### src/rtl/fib_pkg.sv
// Shared definitions for the Fibonacci engine output path.
// Holds the result width, the BCD digit count that covers it, the
// conversion-stage state encoding and the per-digit correction helper.
package fib_pkg;

  localparam int FIB_W     = 128;
  localparam int FIB_BCD_D = 39;   // 10^39 > 2^128, so no digit overflow

  typedef enum logic [1:0] {
    ST_IDLE  = 2'd0,
    ST_SHIFT = 2'd1,
    ST_LEN   = 2'd2,
    ST_DONE  = 2'd3
  } fib_bcd_state_e;

  // Double-dabble correction: a digit >= 5 would become >= 10 after the
  // next left shift, so pre-add 3 to make the shift carry into the next digit.
  function automatic logic [3:0] bcd_add3_f(input logic [3:0] d);
    logic [3:0] r;
    if (d >= 4'd5) begin
      r = d + 4'd3;
    end else begin
      r = d;
    end
    return r;
  endfunction

endpackage

### src/rtl/fib_result_bcd_if.sv
// Handshake bundle between the Fibonacci datapath, the BCD converter and
// the display/UART formatter.
//   in_valid/in_ready/in_data          : binary result from upstream
//   out_valid/out_ready/out_bcd/out_ndigits : decimal result to downstream
// slave  : the converter's view.
// master : the environment's view (upstream producer + downstream consumer).
interface fib_result_bcd_if #(
  parameter int W = fib_pkg::FIB_W,
  parameter int D = fib_pkg::FIB_BCD_D
);
  localparam int NDW = $clog2(D + 1);

  logic             in_valid;
  logic             in_ready;
  logic [W-1:0]     in_data;
  logic             out_valid;
  logic             out_ready;
  logic [4*D-1:0]   out_bcd;
  logic [NDW-1:0]   out_ndigits;

  modport slave (
    input  in_valid, in_data, out_ready,
    output in_ready, out_valid, out_bcd, out_ndigits
  );

  modport master (
    output in_valid, in_data, out_ready,
    input  in_ready, out_valid, out_bcd, out_ndigits
  );
endinterface

### src/rtl/fib_result_bcd_add3.sv
// Single BCD digit correction cell used by the double-dabble loop.
//   d_i : current digit (0..9)
//   d_o : digit + 3 when d_i >= 5, otherwise d_i
module bcd_add3 (
  input  logic [3:0] d_i,
  output logic [3:0] d_o
);
  import fib_pkg::*;

  // Purely combinational digit correction.
  always_comb begin
    d_o = bcd_add3_f(d_i);
  end
endmodule

### src/rtl/fib_result_bcd.sv
// Binary-to-BCD output stage of the Fibonacci engine.
// Converts one W-bit unsigned word at a time with a one-bit-per-cycle
// shift-and-add-3 loop, then reports the packed digits and the number of
// significant digits over a valid/ready handshake.
//   clk : clock, rising edge
//   rst : asynchronous active-low reset
//   bus : slave side of fib_result_bcd_if
//         in_valid/in_ready/in_data, out_valid/out_ready/out_bcd/out_ndigits
// Latency from accept edge to out_valid is W+1 cycles. in_ready is
// combinational on out_ready while a result is waiting (DONE).
module fib_result_bcd #(
  parameter int W = fib_pkg::FIB_W,
  parameter int D = fib_pkg::FIB_BCD_D
) (
  input  logic                 clk,
  input  logic                 rst,
  fib_result_bcd_if.slave      bus
);
  import fib_pkg::*;

  localparam int NDW = $clog2(D + 1);
  localparam int CW  = $clog2(W + 1);

  fib_bcd_state_e  state_q, state_d;
  logic [W-1:0]    bin_q, bin_d;
  logic [4*D-1:0]  bcd_q, bcd_d;
  logic [CW-1:0]   cnt_q, cnt_d;
  logic [NDW-1:0]  nd_q, nd_d;
  logic            out_valid_q, out_valid_d;

  logic [4*D-1:0]  bcd_adj_s;
  logic [NDW-1:0]  lead_nd_s;
  logic            in_ready_s;
  logic            accept_s;

  // Per-digit correction ahead of each shift.
  for (genvar g = 0; g < D; g++) begin : g_add3
    bcd_add3 u_add3 (
      .d_i (bcd_q[4*g +: 4]),
      .d_o (bcd_adj_s[4*g +: 4])
    );
  end

  // Priority scan: highest nonzero digit wins; an all-zero value reports 1.
  always_comb begin
    lead_nd_s = NDW'(1);
    for (int i = 0; i < D; i++) begin
      lead_nd_s = (bcd_q[4*i +: 4] != 4'd0) ? NDW'(i + 1) : lead_nd_s;
    end
  end

  // Upstream handshake: open when idle, or when the held result leaves now.
  always_comb begin
    in_ready_s = (state_q == ST_IDLE) ||
                 ((state_q == ST_DONE) && bus.out_ready);
    accept_s   = in_ready_s && bus.in_valid;
  end

  // Next-state and datapath update.
  always_comb begin
    state_d = state_q;
    bin_d   = bin_q;
    bcd_d   = bcd_q;
    cnt_d   = cnt_q;
    nd_d    = nd_q;
    case (state_q)
      ST_IDLE: begin
        if (accept_s) begin
          bin_d   = bus.in_data;
          bcd_d   = '0;
          cnt_d   = CW'(W);
          state_d = ST_SHIFT;
        end else begin
          state_d = ST_IDLE;
        end
      end
      ST_SHIFT: begin
        // {BCD, binary} shifts as one register; the binary MSB enters digit 0.
        bcd_d = {bcd_adj_s[4*D-2:0], bin_q[W-1]};
        bin_d = {bin_q[W-2:0], 1'b0};
        cnt_d = cnt_q - CW'(1);
        if (cnt_q == CW'(1)) begin
          state_d = ST_LEN;
        end else begin
          state_d = ST_SHIFT;
        end
      end
      ST_LEN: begin
        nd_d    = lead_nd_s;
        state_d = ST_DONE;
      end
      ST_DONE: begin
        if (bus.out_ready) begin
          if (bus.in_valid) begin
            bin_d   = bus.in_data;
            bcd_d   = '0;
            cnt_d   = CW'(W);
            state_d = ST_SHIFT;
          end else begin
            state_d = ST_IDLE;
          end
        end else begin
          state_d = ST_DONE;
        end
      end
      default: begin
        state_d = ST_IDLE;
      end
    endcase
    out_valid_d = (state_d == ST_DONE);
  end

  // State and datapath registers; reset discards any partial conversion.
  always_ff @(posedge clk or negedge rst) begin
    if (!rst) begin
      state_q     <= ST_IDLE;
      bin_q       <= '0;
      bcd_q       <= '0;
      cnt_q       <= '0;
      nd_q        <= '0;
      out_valid_q <= 1'b0;
    end else begin
      state_q     <= state_d;
      bin_q       <= bin_d;
      bcd_q       <= bcd_d;
      cnt_q       <= cnt_d;
      nd_q        <= nd_d;
      out_valid_q <= out_valid_d;
    end
  end

  // The BCD register is only observed while valid, where it is frozen.
  assign bus.in_ready    = in_ready_s;
  assign bus.out_valid   = out_valid_q;
  assign bus.out_bcd     = bcd_q;
  assign bus.out_ndigits = nd_q;

endmodule

### src/flat_wrapper.sv
// flat-port wrapper written by rule: the top's interface ports become plain ports
module fib_result_bcd_flat import fib_pkg::*;
#(
  parameter int W = fib_pkg::FIB_W,
  parameter int D = fib_pkg::FIB_BCD_D
)
  (clk, rst, bus_in_valid, bus_in_data, bus_out_ready, bus_in_ready, bus_out_valid, bus_out_bcd, bus_out_ndigits);
  fib_result_bcd_if #(.W(W), .D(D)) bus_i ();
  input  logic clk;
  input  logic rst;
  input wire logic [$bits(bus_i.in_valid)-1:0] bus_in_valid;
  input wire logic [$bits(bus_i.in_data)-1:0] bus_in_data;
  input wire logic [$bits(bus_i.out_ready)-1:0] bus_out_ready;
  output wire logic [$bits(bus_i.in_ready)-1:0] bus_in_ready;
  output wire logic [$bits(bus_i.out_valid)-1:0] bus_out_valid;
  output wire logic [$bits(bus_i.out_bcd)-1:0] bus_out_bcd;
  output wire logic [$bits(bus_i.out_ndigits)-1:0] bus_out_ndigits;
  assign bus_i.in_valid = bus_in_valid;
  assign bus_i.in_data = bus_in_data;
  assign bus_i.out_ready = bus_out_ready;
  assign bus_in_ready = bus_i.in_ready;
  assign bus_out_valid = bus_i.out_valid;
  assign bus_out_bcd = bus_i.out_bcd;
  assign bus_out_ndigits = bus_i.out_ndigits;
  fib_result_bcd #(.W(W), .D(D)) u_core (.clk(clk), .rst(rst), .bus(bus_i));
endmodule
### config.mk
export PLATFORM = sky130hd
export DESIGN_NAME = fib_result_bcd_flat
export DESIGN_NICKNAME = d
export VERILOG_FILES = /design/src/rtl/fib_pkg.sv /design/src/rtl/fib_result_bcd_if.sv /design/src/rtl/fib_result_bcd_add3.sv /design/src/rtl/fib_result_bcd.sv /design/src/flat_wrapper.sv
export SDC_FILE = /design/constraint.sdc
export NUM_CORES = 1
export LEC_CHECK = 0
export ABC_CLOCK_PERIOD_IN_PS = 2100
export CORE_MARGIN = 2
export CORE_UTILIZATION = 48
export DETAILED_ROUTE_END_ITERATION = 16
export GPL_TIMING_DRIVEN = 0
export PLACE_DENSITY = 0.87
export SETUP_SLACK_MARGIN = 0.3
export SYNTH_ARGS = -nofsm -noshare
export SYNTH_HDL_FRONTEND = slang
export SYNTH_SLANG_ARGS = --single-unit
export TNS_END_PERCENT = 100
### constraint.sdc
create_clock -name clk -period 2.1 [get_ports clk]
set_input_delay 0.21 -clock clk [delete_from_list [all_inputs] [get_ports clk]]
set_output_delay 0.21 -clock clk [all_outputs]
set_load 0.005 [all_outputs]
==> results.md <==
- Status: complete, no violations
- Routed vias: roughly 14k
- Synth Area in Simple Gates: between 10% and 20%
- Number of DRC markers in iteration 0: ~960
- Vias in the first global route: approximately 14k
- DRC Markers: 0
- MaxCap Viol Count: 0
- First-pass GRT wire length: 74,200 um
- Area share of the largest cell type after synthesis: between 40% and 50%
- Slew @ Worst Pin: approximately 0.65 ns
- Crit path arrival time: approximately 2.5 ns
- Final ANT Viol Nets: 0
- Die width: 182 um
- H-tree depth: 2
- WP data required: between 2 and 3 ns
- Total wire length: ~48,000 um
- CTS Sinks: approximately 300
- Synth Net Count: 1,818
- Drt pass-1 iters: 5
- Seq cells post-synth: around 300
- Clk pin slew, worst setup/hold paths: roughly 0.060 ns
- Fin crit share: 99.7%
- Fmax: roughly 480 MHz
- Yosys warns: 0
- RSZ-0062 raised after global routing: yes
- Ys flop type: dfrtp_1
- Nets: roughly 2.2k
- Cts bufs inserted: 34
- Fin. Hold Viols: 0
- Die Ht: around 180 um
- Synth Cell Area: between 0.015 and 0.02 mm2
- Met3 Use GR: 5.63%
- Peak VDD IR: 712 uV
- Post-synthesis area per instance: around 9.5 um2
- Pwr Density: roughly 1600 mW/mm2
- Dominant cell type by area after synthesis: dfrtp_1
- Post-DR wirelength/cell: around 20 um
- Commonest non-fill, non-tap cell in the layout: nor2_1
- Ys async rst share: 100%
- GRT Max-Usage Layer: met2
- Worst setup SP type: flip-flop
- Total track usage: between 20 and 30%
- Diode count: 0
- Grt ovf: 0
- Post-layout minimum cycle time: roughly 2.1 ns
- Die ar.: ~0.033 mm2
- Share of layout cells above drive strength 1: 16.1%
- Slew headroom: a little under three fifths
- WS Path Type: reg -> reg
- Cells after Synth: approximately 1.6k
- Synth top area cells: dfrtp_1 49%, nor2_1 7.8%, o22ai_1 6.9%
- Worst Setup End Kind: flip-flop
- Yosys cell types: 50
- Clock latency at the later pin of the worst-skew pair: approximately 0.5 ns
- Clock Path Buffers: 3
- GR Util met1: approximately 35%
- Initial Util: 48.5%
- I/O pin cnt: just under 300
- Rows: 65
- Post-route setup TNS: 0 ns
- GP Congestion: around 0.85
- Worst-path fanout max: 5
- Largest net degree at the start of global routing: 101
- Slew Limit Fails: 0
- Layout Skew: a little under 0.007 ns
- Leakage: slightly below 9 nW
- Port bufs: between 200 and 300
- CP Launch Point: u_core.bus.out_bcd[100]
- Post-Synth Adder-Cell Area: 6.72%
- Post-synth EDFFs: 0
- Area Growth Syn to Fin: 37.6%
- CORE AREA: 0.0315 mm2
- Hpwl dp: ~33,000 um
- Worst r2r src: u_core.bus.out_bcd[100]
- Largest family of logic cells by synthesized area: compound AO/OA/AOI/OAI gates
- CTS tree: done
- Core Util, Final: 66.8%
- Sequential share of the synthesized area: 49.3%
- Final setup viols: 0
- Clock root cell: clkbuf_16
- Mux contribution to synthesized area: 0%
- Most frequent cells in the layout: 316 x nor2_1, 290 x clkdlybuf4s50_1, 264 x dfrtp_1
- Initial antenna violation count: 0
- Vias/cell: 5.91
- GR met2 Demand/Resource: between 40 and 50%
- Synth Area in Compound Gates: between 20% and 30%
- Xor and xnor fraction of the mapped netlist area: about 4.7%
- Worst Hold Class: in -> async
-- logic make-up after synthesis --
kind of cell | Yosys count
flip-flops | 301
buffers and inverters | 166
AND/OR/NAND/NOR | 493
AO/OA/AOI/OAI | 480
XOR/XNOR | 82
adder cells (fa/ha/maj) | 82
-- through the flow --
step	hold slack (ns)	power, mW	setup WS [ns]	cells	cell area (um2)
floorplan	-0.0856	19.7	0.236	1604	15400
global placement	0.500	24.7	-11.97	2301	18800
detailed placement	0.199	25.7	-0.519	2304	18900
CTS	0.246	33.0	-0.0117	2387	20700
global route	0.263	36.1	-0.0608	2393	21000
finish	0.232	33.9	0.00610	2393	21000
-- cell type report --
| class | count | area, um2 |
|---|---|---|
| Inverter | 83 | 312 |
| Fill cell | 2309 | 10400 |
| Clock inverter | 8 | 140 |
| Sequential cell | 301 | 7580 |
| Buffer | 83 | 480 |
| Clock buffer | 53 | 1090 |
| Tap cell | 402 | 503 |
| Multi-Input combinational cell | 1137 | 7680 |
| Timing Repair Buffer | 326 | 3250 |
-- Yosys cell counts, types with 3 or more instances --
cell type and number:
or3b_2 10, buf_1 9, a21oi_1 87, xnor2_1 42, dfrtp_1 301, nor2_1 318
nor3b_1 23, buf_2 20, nor2b_1 5, o31ai_1 39, o211ai_1 3, ha_1 82
a32o_1 39, nor4b_2 3, nor3_1 5, o21ai_0 88, nand2_1 57, o22ai_1 169
nand2b_1 43, nand4_1 5, clkbuf_1 54, o32ai_1 37, nand3_1 9, xor2_1 40
inv_1 83, nor4_1 3
-- critical path, cell delays in order (launching register included) --
cell and delay, ns:
dfrtp_1 0.43, inv_2 0.12, ha_4 0.17, or3b_2 0.50, nand2_1 0.09, nand4_1 0.21
o21ai_2 0.25, a21oi_2 0.07, o31ai_2 0.17
-- sequential cells by signal, indices dropped and copies added, names as in the netlist --
| register | count |
|---|---|
| u_core.bus.out_valid | 1 |
| u_core.cnt_q | 8 |
| u_core.bin_q | 128 |
| u_core.bus.out_ndigits | 6 |
| u_core.state_q | 2 |
| u_core.bus.out_bcd | 156 |
-- where the power goes --
part / internal (mW) / switching [mW] / leakage, nW / total (mW)
clock network: 4.05 / 2.43 / 0.607 / 6.47
registers: 8.56 / 3.02 / 3.56 / 11.6
logic: 8.18 / 7.66 / 4.66 / 15.8
-- final timing paths --
check / end / slack, ns / cells past startpoint
worst max-delay path: u_core.bus.out_ndigits[0] / 0.006 / 8
worst max register to register: u_core.bus.out_ndigits[0] / 0.006 / 8
worst min register to register: u_core.bin_q[110] / 0.52 / 2
worst min-delay path: u_core.bin_q[100] / 0.23 / 2
max in group asynchronous: u_core.bin_q[22] / 0.80 / 4
min in group clk: u_core.bin_q[34] / 0.28 / 3
-- per-layer routing --
metal  share of wire, %  routed length, um
met1                 40              18800
met2                 49              23500
met3                7.8               3690
met4                3.2               1540
met5                  0                  0
-- repair_timing --
item / 4_1_cts / 5_1_grt
gates resized for setup: 129 / 129
setup endpoints to repair: 302 / 230
hold buffers: 1 / 0
pin swaps: 15 / 14
hold endpoints to repair: 66 / 0
setup buffers: 21 / 6
(Power assumes the default switching activity.)
